File: config.mk
export PLATFORM = sky130hd
export DESIGN_NAME = tt_um_seq_divider_hhrb98
export DESIGN_NICKNAME = d
export VERILOG_FILES = /design/src/rtl/tt_div_pkg.sv /design/src/rtl/mul4x4_array.sv /design/src/rtl/tt_um_seq_divider_hhrb98.sv
export SDC_FILE = /design/constraint.sdc
export NUM_CORES = 1
export LEC_CHECK = 0
export CAP_MARGIN = 40
export CORE_MARGIN = 1.5
export CORE_UTILIZATION = 30
export DETAILED_ROUTE_END_ITERATION = 12
export DONT_BUFFER_PORTS = 1
export PLACE_DENSITY = 0.53
export SYNTH_ARGS = -nofsm -noshare
export SYNTH_HDL_FRONTEND = slang
export SYNTH_SLANG_ARGS = --single-unit
File: constraint.sdc
create_clock -name clk -period 2.4 [get_ports clk]
set_input_delay 0.48 -clock clk [delete_from_list [all_inputs] [get_ports clk]]
set_output_delay 0.48 -clock clk [all_outputs]
set_load 0.02 [all_outputs]
File: src/rtl/tt_div_pkg.sv
// tt_div_pkg: state encoding, widths, pin indices and operand screening for the sequential divider.
package tt_div_pkg;
  typedef enum logic [1:0] {IDLE = 2'd0, RUN = 2'd1, CHECK = 2'd2, DONE = 2'd3} state_e;
  localparam int DIVIDEND_W = 8;
  localparam int DIVISOR_W = 4;
  localparam int STEPS = 4;
  localparam int CNT_W = $clog2(STEPS);
  localparam int START_BIT = 4;
  localparam int BUSY_BIT = 5;
  localparam int DONE_BIT = 6;
  localparam int ERR_BIT = 7;
  localparam logic [7:0] ERR_CODE = 8'hFF;
  // A quotient only fits 4 bits when the high dividend nibble is already below the divisor.
  function automatic logic bad_operands(logic [DIVIDEND_W-1:0] d, logic [DIVISOR_W-1:0] v);
    return (v == '0) || (d[DIVIDEND_W-1:DIVISOR_W] >= v);
  endfunction
endpackage

File: src/rtl/mul4x4_array.sv
// mul4x4_array: combinational 4x4 unsigned multiplier built from AND partial products and rows of full adders.
module mul4x4_array (
  input  logic [3:0] a,
  input  logic [3:0] b,
  output logic [7:0] p
);
  logic [4:0] row;
  logic [3:0] nxt;
  logic       cy, x, y;
  always_comb begin
    row = {1'b0, a & {4{b[0]}}};
    nxt = '0;
    cy = 1'b0;
    x = 1'b0;
    y = 1'b0;
    p = '0;
    p[0] = row[0];
    for (int i = 1; i < 4; i++) begin
      cy = 1'b0;
      for (int j = 0; j < 4; j++) begin
        x = a[j] & b[i];
        y = row[j+1];
        nxt[j] = x ^ y ^ cy;
        cy = (x & y) | (cy & (x ^ y));
      end
      row = {cy, nxt};
      p[i] = row[0];
    end
    p[7:4] = row[4:1];
  end
endmodule

File: src/rtl/tt_um_seq_divider_hhrb98.sv
// tt_um_seq_divider_hhrb98: 8/4 restoring divider, one quotient bit per cycle.
// Define DIVIDER_SELFCHECK_EN to add a CHECK state that re-multiplies Q*V+R against D.
module tt_um_seq_divider_hhrb98
  import tt_div_pkg::*;
(
  input  logic                  clk,
  input  logic                  rst_n,
  input  logic                  ena,
  input  logic [DIVIDEND_W-1:0] ui_in,
  input  logic [7:0]            uio_in,
  output logic [7:0]            uo_out,
  output logic [7:0]            uio_out,
  output logic [7:0]            uio_oe
);
  localparam logic [1:0] S_IDLE = IDLE;
  localparam logic [1:0] S_RUN = RUN;
  localparam logic [1:0] S_DONE = DONE;
`ifdef DIVIDER_SELFCHECK_EN
  localparam logic [1:0] S_CHECK = CHECK;
`endif
  logic [1:0]           state_q;
  logic [DIVISOR_W-1:0] pr_q, qs_q, v_q, pr_n, qs_n;
  logic [CNT_W-1:0]     cnt_q;
  logic [7:0]           res_q;
  logic                 start_q, busy_q, done_q, err_q, pend_q;
  logic [DIVISOR_W:0]   t;
  logic                 qb, start_ev, bad;
  logic                 unused_uio;
  assign unused_uio = &{1'b0, uio_in[7:5]};
  assign start_ev = uio_in[START_BIT] & ~start_q;
  assign bad = bad_operands(ui_in, uio_in[DIVISOR_W-1:0]);
  assign t = {pr_q, qs_q[DIVISOR_W-1]};
  assign qb = t >= {1'b0, v_q};
  assign pr_n = qb ? DIVISOR_W'(t - {1'b0, v_q}) : t[DIVISOR_W-1:0];
  assign qs_n = {qs_q[DIVISOR_W-2:0], qb};
`ifdef DIVIDER_SELFCHECK_EN
  logic [DIVIDEND_W-1:0] d_q, prod;
  logic [DIVIDEND_W:0]   chk_sum;
  mul4x4_array u_mul (.a(qs_q), .b(v_q), .p(prod));
  assign chk_sum = {1'b0, prod} + {5'b0, pr_q};
`endif
  always_ff @(posedge clk or negedge rst_n) begin
    if (!rst_n) begin
      state_q <= S_IDLE;
      pr_q <= '0;
      qs_q <= '0;
      v_q <= '0;
      cnt_q <= '0;
      res_q <= '0;
      start_q <= 1'b0;
      busy_q <= 1'b0;
      done_q <= 1'b0;
      err_q <= 1'b0;
      pend_q <= 1'b0;
`ifdef DIVIDER_SELFCHECK_EN
      d_q <= '0;
`endif
    end else if (ena) begin
      start_q <= uio_in[START_BIT];
      case (state_q)
        S_IDLE, S_DONE: begin
          if (start_ev) begin
            done_q <= 1'b0;
            err_q <= 1'b0;
            v_q <= uio_in[DIVISOR_W-1:0];
`ifdef DIVIDER_SELFCHECK_EN
            d_q <= ui_in;
`endif
            // Bad operands report one cycle later through pend_q, never touching busy.
            if (bad) begin
              state_q <= S_DONE;
              pend_q <= 1'b1;
            end else begin
              pr_q <= ui_in[DIVIDEND_W-1:DIVISOR_W];
              qs_q <= ui_in[DIVISOR_W-1:0];
              cnt_q <= CNT_W'(STEPS - 1);
              busy_q <= 1'b1;
              state_q <= S_RUN;
            end
          end else if (pend_q) begin
            pend_q <= 1'b0;
            done_q <= 1'b1;
            err_q <= 1'b1;
            res_q <= ERR_CODE;
          end
        end
        S_RUN: begin
          pr_q <= pr_n;
          qs_q <= qs_n;
          cnt_q <= cnt_q - 1'b1;
          if (cnt_q == '0) begin
`ifdef DIVIDER_SELFCHECK_EN
            state_q <= S_CHECK;
`else
            state_q <= S_DONE;
            busy_q <= 1'b0;
            done_q <= 1'b1;
            res_q <= {pr_n, qs_n};
`endif
          end
        end
`ifdef DIVIDER_SELFCHECK_EN
        S_CHECK: begin
          state_q <= S_DONE;
          busy_q <= 1'b0;
          done_q <= 1'b1;
          err_q <= chk_sum != {1'b0, d_q};
          res_q <= {pr_q, qs_q};
        end
`endif
        default: state_q <= S_IDLE;
      endcase
    end
  end
  assign uo_out = res_q;
  assign uio_oe = 8'b1110_0000;
  always_comb begin
    uio_out = '0;
    uio_out[ERR_BIT] = err_q;
    uio_out[DONE_BIT] = done_q;
    uio_out[BUSY_BIT] = busy_q;
  end
endmodule
==> results of run 1 <==
==> Yosys cell counts (all sizes together) <==
cell,n
a211oi,2
o211ai,2
a21oi,10
mux2i,8
o221ai,1
conb,2
and2b,1
nand3,1
dfrtp,29
o311a,1
o22a,1
nor2,15
ha,11
nand2b,4
or2,1
o32ai,2
nor3,2
nand3b,2
nand4,1
nand2,15
or4,1
o31ai,1
clkbuf,5
o32a,2
xor2,1
inv,21
mux2,6
fa,1
a31oi,10
a21o,1
o21ai,12
buf,18
and2,1
==> registers in the layout (all words and copies together), names as in the netlist <==
signal and flops:
busy_q 1, cnt_q 2, start_q 1, v_q 4, pend_q 1, uo_out 8
qs_q 4, state_q 2, err_q 1, done_q 1, pr_q 4
==> final timing paths <==
path	to	slack, ns	cells past startpoint
worst max-delay path	pr_q[2]	0.33	6
worst min-delay path	start_q	0.01	1
worst max register to register	pr_q[2]	0.33	6
worst min register to register	v_q[2]	0.48	2
max in group asynchronous	uo_out[6]	2.22	1
min in group clk	pend_q	0.30	1
==> cells in the final DEF, fill, tap and decap left out, types with 5 or more instances in the layout <==
cell       n
a21oi_1   10
a31oi_1   10
buf_4      5
clkbuf_8   5
conb_1    13
dfrtp_1   29
ha_1      11
inv_1     21
mux2i_1    8
nand2_1   15
nor2_1    14
o21ai_0   10
==> stage by stage <==
stage	cell area, um^2	std cells	power, W	util (%)	setup slack [ns]
3_5_place_dp	1820	259	0.00222	30.7	0.250
2_1_floorplan	1880	202	0.00202	-	0.477
5_1_grt	1950	268	0.00299	33.0	0.213
3_3_place_gp	1820	259	0.00220	30.7	0.259
4_1_cts	1950	268	0.00276	33.0	0.368
6_report	1950	268	0.00274	33.0	0.327
==> kinds of logic after synthesis <==
family | after synthesis | share of synthesized area [%]
multiplexers | 14 | 8.66
adder cells (fa/ha/maj) | 12 | 8.59
flip-flops | 29 | 39.6
XOR/XNOR | 1 | 0.478
buffers and inverters | 44 | 14.5
AO/OA/AOI/OAI | 45 | 16.3
AND/OR/NAND/NOR | 44 | 11.5
other | 2 | 0.409
==> power breakdown <==
part / total [W] / switching [W] / internal, W / leakage (nW)
Combinational: 0.00134 / 0.000768 / 0.000568 / 0.514
Clock: 0.000520 / 0.000210 / 0.000311 / 0.0543
Sequential: 0.000886 / 0.000201 / 0.000685 / 0.319
Total: 0.00274 / 0.00118 / 0.00156 / 0.887
==> timing repair <==
item,4_1_cts,5_1_grt
buffers inserted,0,0
hold buffers,1,0
setup endpoints to repair,0,0
hold endpoints to repair,29,0
==> routing by layer <==
metal  GRT usage [%]  vias to the layer above  part of all wire [%]
met1            15.3                      593                    46
met2            18.2                       33                    47
met5               0                        -                     0
li1                -                      625                     -
met4            2.59                        0                  0.45
met3            5.51                        2                   6.9
==> cell type report <==
cell class	instances	area share, %
repair buffers	6	2.94
multi-input cells	129	45.2
clock buffers	5	3.52
clock inverters	3	2.37
well taps	75	4.80
inverters	21	4.03
flip-flops and latches	29	37.1
==> critical path: stages (launching register included) <==
cell and delay [ns]:
dfrtp_1 0.43, ha_1 0.37, o21ai_0 0.27, a21oi_1 0.13, nor2_2 0.26, mux2i_1 0.12, o32a_2 0.38
==> results.json, run 1 <==
{
  "status": "finished clean",
  "cts-root-to-sink-buffers": 2,
  "drt-initial-drc-count": 52,
  "cp.required_ns": 2.56,
  "synth_seq_area_share_pct": 39.6,
  "nets": 223,
  "hold_viol": 0,
  "multi_input_comb_area_um2": 883,
  "htree_levels": 2,
  "setup-violations-final": 0,
  "clock-sinks": 29,
  "syn_area_um2": 1830,
  "final_layout_size_suffix_gt1_share_pct": 15.5,
  "startpoint": "pr_q[1]",
  "start_util_pct": 31.0,
  "cts.reportedPaths.clkPinSlew_ns": 0.08,
  "cts-root-buf": "clkbuf_8",
  "area_growth_pct": 6.55,
  "io_buffers": 0,
  "yosysTopAreaCell": "dfrtp_1",
  "track_usage_pct": 11.9,
  "die_area_um2": 6590,
  "slew_violations": 0,
  "core_um2": 5920,
  "via_per_inst": 4.68,
  "cts_resized": 0,
  "whs_ns": 0.0112,
  "cellLeakagePower_nw": 0.887,
  "diodes": 0,
  "io_pins": 43,
  "dp_hpwl_um": 2720,
  "insertion_delay_ns": 0.28,
  "grt_pass1_wl_um": 5930,
  "ir_drop_mv": 0.432,
  "drcViolationCount": 0,
  "drt-total-wl_um": 3570,
  "worst-path-max-fanout": 5,
  "wl_per_cell_um": 13.3,
  "clock_skew_ns": 0.00936,
  "antenna_found_initial": 0,
  "grt_max_degree": 30,
  "powerDensity_nw_per_um2": 1400,
  "synthTopCellsByArea": "dfrtp_1 40%, ha_1 7.5%, buf_4 7.0%",
  "grt_overflow": 0,
  "period_share_pct": 86.4,
  "rows": 28,
  "vias": 1253,
  "yosysWarnings": 0,
  "ys_ff_latch": 29,
  "rsz0062_at_grt": "no",
  "path_class": "flop to flop",
  "ff_latch_area_um2": 726,
  "synth_top_area_share_pct": 39.6,
  "ys_types": 41,
  "avgSynthCellArea_um2": 9.60,
  "cp-start-kind": "flop",
  "fin_setup_tns_ns": 0,
  "netlist_instances": 191,
  "finalWeightedCongestion": 0.801,
  "cap_violations": 0,
  "first_pass_iters": 4,
  "fmax_mhz": 482,
  "die_x_um": 81.2,
  "die_h_um": 81.2,
  "ant_nets": 0,
  "grt_pass1_vias": 1233,
  "cts_tree": "yes",
  "cp.arrival_ns": 2.24,
  "worstReg2RegStart": "pr_q[1]",
  "min_period_ns": 2.07,
  "n_fill_cell": 623,
  "worst_setup_path_end_kind": "flop",
  "hp-class": "input port to asynchronous set/reset pin",
  "cts_made_buffers": 5
}
No activity file was read; power rests on OpenSTA's default activity.
==> run 2: changes to the inputs <==
--- a/config.mk
+++ b/config.mk
@@ -11,6 +11,8 @@
 export DETAILED_ROUTE_END_ITERATION = 12
 export DONT_BUFFER_PORTS = 1
 export PLACE_DENSITY = 0.53
+export REMOVE_ABC_BUFFERS = 1
+export SLEW_MARGIN = 10
 export SYNTH_ARGS = -nofsm -noshare
 export SYNTH_HDL_FRONTEND = slang
 export SYNTH_SLANG_ARGS = --single-unit
==> results.json, run 2 (synthesized netlist as in run 1, its figures left out) <==
{
  "status": "finished clean",
  "largest_reg_flops": 8,
  "io_pins": 43,
  "diodes": 0,
  "dp_hpwl_um": 2640,
  "setup-violations-final": 0,
  "grt_max_degree": 30,
  "area_growth_pct": 4.57,
  "whs_ns": 0.0123,
  "ir_drop_mv": 0.618,
  "grt_pass1_vias": 1325,
  "antenna_found_initial": 0,
  "start_util_pct": 31.0,
  "htree_levels": 2,
  "powerDensity_nw_per_um2": 1360,
  "rsz0062_at_grt": "no",
  "drt-total-wl_um": 3540,
  "clock-sinks": 29,
  "drt-initial-drc-count": 55,
  "cts-root-buf": "clkbuf_8",
  "worst-path-max-fanout": 5,
  "period_share_pct": 85.0,
  "die_h_um": 81.2,
  "min_period_ns": 2.04,
  "first_pass_iters": 4,
  "cts-root-to-sink-buffers": 2,
  "reg2regPathDepth": 6,
  "hp-class": "input port to asynchronous set/reset pin",
  "placed_area_um2": 1810,
  "cts_tree": "yes",
  "fin_area_um2": 1920,
  "insertion_delay_ns": 0.28,
  "crit_path_max_incr_delay_ns": 0.42,
  "nets": 222,
  "vias": 1260,
  "startpoint": "pr_q[1]",
  "track_usage_pct": 12.5,
  "slew_violations": 0,
  "io_buffers": 0,
  "cap_violations": 0,
  "grt_pass1_wl_um": 6220,
  "die_area_um2": 6590,
  "die_x_um": 81.2,
  "path_class": "flop to flop",
  "cellLeakagePower_nw": 0.872,
  "worstReg2RegStart": "pr_q[1]",
  "core_um2": 5920,
  "finalWeightedCongestion": 0.765,
  "cp.arrival_ns": 2.21,
  "cts_resized": 0,
  "n_fill_cell": 638,
  "cts.reportedPaths.clkPinSlew_ns": 0.07,
  "ant_nets": 0,
  "cp.required_ns": 2.57,
  "clock_skew_ns": 0.00855,
  "worst_setup_path_end_kind": "flop",
  "cp_slowest_cell": "dfrtp_1",
  "drcViolationCount": 0,
  "final_layout_size_suffix_gt1_share_pct": 15.1,
  "crit_buf_inv": 0,
  "final_common_cell": "dfrtp_1",
  "grt_overflow": 0,
  "fin_setup_tns_ns": 0,
  "rows": 28,
  "crit_path_cell_trace": "ha_1, o21ai_0, a21oi_1, nor2_2, mux2i_1, o32a_2",
  "worst-path-stages": 6,
  "fmax_mhz": 490,
  "cts_made_buffers": 5,
  "hold_viol": 0,
  "via_per_inst": 4.72,
  "cp-start-kind": "flop",
  "final_cell_mix": "29 x dfrtp_1, 21 x inv_1, 15 x nand2_1",
  "crit_family": "compound AO/OA/AOI/OAI gates",
  "wl_per_cell_um": 13.2
}
run 2: cell count changes in the layout (fill, tap and decap cells not counted):
cell	previous run	this run
clkinv_4	1	0
bufinv_16	1	0
clkinv_2	0	2
buf_4	5	4
run 2: what timing repair did:
item,in CTS,in global routing
buffers inserted,0,0
hold endpoints to repair,29,0
hold buffers,1,0
run 2: final timing paths:
kind	slack [ns]	endpoint
worst max register to register	0.36	pr_q[2]
worst min-delay path	0.01	uo_out[0]
min in group clk	0.29	pend_q
max in group asynchronous	2.22	cnt_q[1]
worst min register to register	0.49	v_q[1]
worst max-delay path	0.36	pr_q[2]
run 2: final cells by class:
class / instances / area (um^2) / area share, %
multi-input cells: 129 / 883 / 46.1
flip-flops and latches: 29 / 726 / 37.8
well taps: 75 / 93.8 / 4.89
inverters: 21 / 78.8 / 4.11
clock buffers: 5 / 68.8 / 3.59
repair buffers: 5 / 50.0 / 2.61
clock inverters: 3 / 17.5 / 0.913
run 2: layer usage:
layer / vias up / global-route usage, % / part of all wire (%)
met3: 8 / 3.82 / 5.3
met4: 0 / 4.66 / 1.6
met2: 35 / 20.4 / 47
met5: - / 0 / 0
met1: 591 / 15.5 / 47
li1: 626 / - / -
run 2: through the flow:
stage          setup WS (ns)  cells  power [W]  util [%]
4_1_cts                0.351    267    0.00264      32.4
3_5_place_dp           0.318    258    0.00221      30.6
6_report               0.359    267    0.00261      32.4
2_1_floorplan         0.0919    179    0.00189         -
3_3_place_gp           0.310    258    0.00220      30.6
5_1_grt                0.180    267    0.00287      32.4
run 2: power breakdown:
group          total, W  leakage [nW]  internal [W]  switching (W)
Combinational   0.00132         0.510      0.000554       0.000763
Sequential     0.000890         0.319      0.000686       0.000204
Clock          0.000405        0.0439      0.000200       0.000205
Total           0.00261         0.872       0.00144        0.00117
run 2: worst reg2reg max path, stage by stage (launching register included):
cell and delay [ns]:
dfrtp_1 0.42, ha_1 0.36, o21ai_0 0.23, a21oi_1 0.11, nor2_2 0.29, mux2i_1 0.13, o32a_2 0.38
==> run 3: changes to the inputs <==
--- a/config.mk
+++ b/config.mk
@@ -6,7 +6,7 @@
 export NUM_CORES = 1
 export LEC_CHECK = 0
 export CAP_MARGIN = 40
-export CORE_MARGIN = 1.5
+export CORE_ASPECT_RATIO = 1.4
 export CORE_UTILIZATION = 30
 export DETAILED_ROUTE_END_ITERATION = 12
 export DONT_BUFFER_PORTS = 1
==> constraint.sdc (replaced) <==
create_clock -name clk -period 2.4 [get_ports clk]
set_input_delay 0.72 -clock clk [delete_from_list [all_inputs] [get_ports clk]]
set_output_delay 0.72 -clock clk [all_outputs]
set_load 0.02 [all_outputs]
==> results.json, run 3 (synthesized netlist as in run 1, its figures left out) <==
{
  "diodes": 0,
  "core_um2": 5860,
  "startpoint": "pr_q[1]",
  "multi_input_comb_area_um2": 883,
  "fmax_mhz": 487,
  "cts_setup_buffers": 0,
  "clock_skew_ns": 0.00304,
  "grt_max_degree": 30,
  "p_sw_share_pct": 43.4,
  "cts_tree": "yes",
  "dp_slack_ns": 0.160,
  "dp_hpwl_um": 2860,
  "hold_viol": 0,
  "io_buffers": 0,
  "cts.reportedPaths.clkPinSlew_ns": 0.06,
  "cellLeakagePower_nw": 0.878,
  "cap_violations": 0,
  "final_common_cell": "dfrtp_1",
  "p_int_w": 0.00149,
  "drcViolationCount": 0,
  "clock-sinks": 29,
  "cp.required_ns": 2.57,
  "worstReg2RegStart": "pr_q[1]",
  "cp.arrival_ns": 2.22,
  "ff_latch_area_um2": 726,
  "worst_setup_path_end_kind": "flop",
  "crit_buf_inv": 0,
  "min_period_ns": 2.05,
  "finalWeightedCongestion": 0.787,
  "htree_levels": 2,
  "wl_per_cell_um": 13.7,
  "crit_family": "compound AO/OA/AOI/OAI gates",
  "hp-class": "input port to asynchronous set/reset pin",
  "drt-initial-drc-count": 18,
  "p_sw_w": 0.00114,
  "vias": 1268,
  "status": "finished clean",
  "cts_made_buffers": 5,
  "rsz0062_at_grt": "no",
  "worst_slack_ns": 0.346,
  "powerDensity_nw_per_um2": 1370,
  "fin_util_pct": 32.7,
  "cts-root-to-sink-buffers": 2,
  "cts_resized": 0,
  "whs_ns": 0.131,
  "first_pass_iters": 4,
  "start_util_pct": 31.3,
  "track_usage_pct": 13.4,
  "ir_drop_mv": 0.370,
  "final_cell_mix": "29 x dfrtp_1, 21 x inv_1, 15 x nand2_1",
  "ant_nets": 0,
  "grt_overflow": 0,
  "combPwrFrac_pct": 50.6,
  "rows": 33,
  "worst-path-max-fanout": 5,
  "final_layout_size_suffix_gt1_share_pct": 15.0,
  "cts_hold_buf": 0,
  "slew_violations": 0,
  "n_fill_cell": 646,
  "setup-violations-final": 0,
  "die_x_um": 68.1,
  "crit_path_max_incr_delay_ns": 0.42,
  "fin_setup_tns_ns": 0,
  "period_share_pct": 85.6,
  "cts-root-buf": "clkbuf_8",
  "cp_slowest_cell": "dfrtp_1",
  "via_per_inst": 4.82,
  "grt_pass1_vias": 1302,
  "cp-start-kind": "flop",
  "path_class": "flop to flop",
  "grt_pass1_wl_um": 6180,
  "p_seq_share_pct": 33.7,
  "area_growth_pct": 4.37,
  "antenna_found_initial": 0,
  "die_h_um": 94.5,
  "insertion_delay_ns": 0.28,
  "crit_path_cell_trace": "ha_1, o21ai_0, a21oi_1, nor2_2, mux2i_1, o32a_2",
  "nets": 224,
  "die_area_um2": 6440,
  "io_pins": 43,
  "drt-total-wl_um": 3610,
  "clockPowerShare_pct": 15.6,
  "largest_reg_flops": 8
}
[run 3: cell count changes in the layout (fill, tap and decap cells not counted), sizes merged]
| cell | before | now |
|---|---|---|
| buf | 5 | 7 |
| clkbuf | 5 | 7 |
| clkinvlp | 1 | 0 |
| clkinv | 2 | 0 |
[run 3: final cells by class]
cell class | instances | share of cell area, %
timing repair buffer | 7 | 2.75
tap | 70 | 4.58
inverter | 21 | 4.12
multi-input combinational | 129 | 46.1
sequential | 29 | 37.9
clock buffer | 7 | 4.51
[run 3: per-stage QoR]
| stage | area [um^2] | std cells | total power, W |
|---|---|---|---|
| floorplan | 1690 | 179 | 0.00189 |
| global placement | 1830 | 256 | 0.00223 |
| detailed placement | 1830 | 256 | 0.00225 |
| CTS | 1910 | 263 | 0.00268 |
| global route | 1910 | 263 | 0.00291 |
| finish | 1910 | 263 | 0.00263 |
[run 3: final timing paths]
path / slack [ns] / to / cells after the start
hold / removal: 0.13 / uo_out[6] / 0
max in group asynchronous: 2.19 / start_q / 0
setup reg to reg: 0.35 / pr_q[2] / 6
hold reg to reg: 0.48 / v_q[3] / 2
min in group clk: 0.48 / v_q[3] / 2
setup / recovery: 0.35 / pr_q[2] / 6
[run 3: worst reg2reg max path: stages, from the launching register on]
cell and delay (ns):
dfrtp_1 0.42, ha_1 0.37, o21ai_0 0.22, a21oi_1 0.12
nor2_2 0.28, mux2i_1 0.15, o32a_2 0.39
[run 3: power by group through the flow]
| stage | logic [W] | registers (W) | clock network (W) |
|---|---|---|---|
| 5_1_grt | 0.00155 | 0.000914 | 0.000443 |
| 4_1_cts | 0.00136 | 0.000894 | 0.000425 |
| 3_3_place_gp | 0.00134 | 0.000895 | 0 |
| 2_1_floorplan | 0.00103 | 0.000860 | 0 |
| 3_5_place_dp | 0.00135 | 0.000904 | 0 |
| 6_report | 0.00133 | 0.000886 | 0.000411 |
[run 3: per-layer routing]
layer	global-route usage, %	vias to the layer above	share of wire [%]
li1	-	635	-
met4	8.16	0	3.9
met5	0	-	0
met3	3.38	9	4.8
met1	14.1	594	38
met2	23.0	30	54
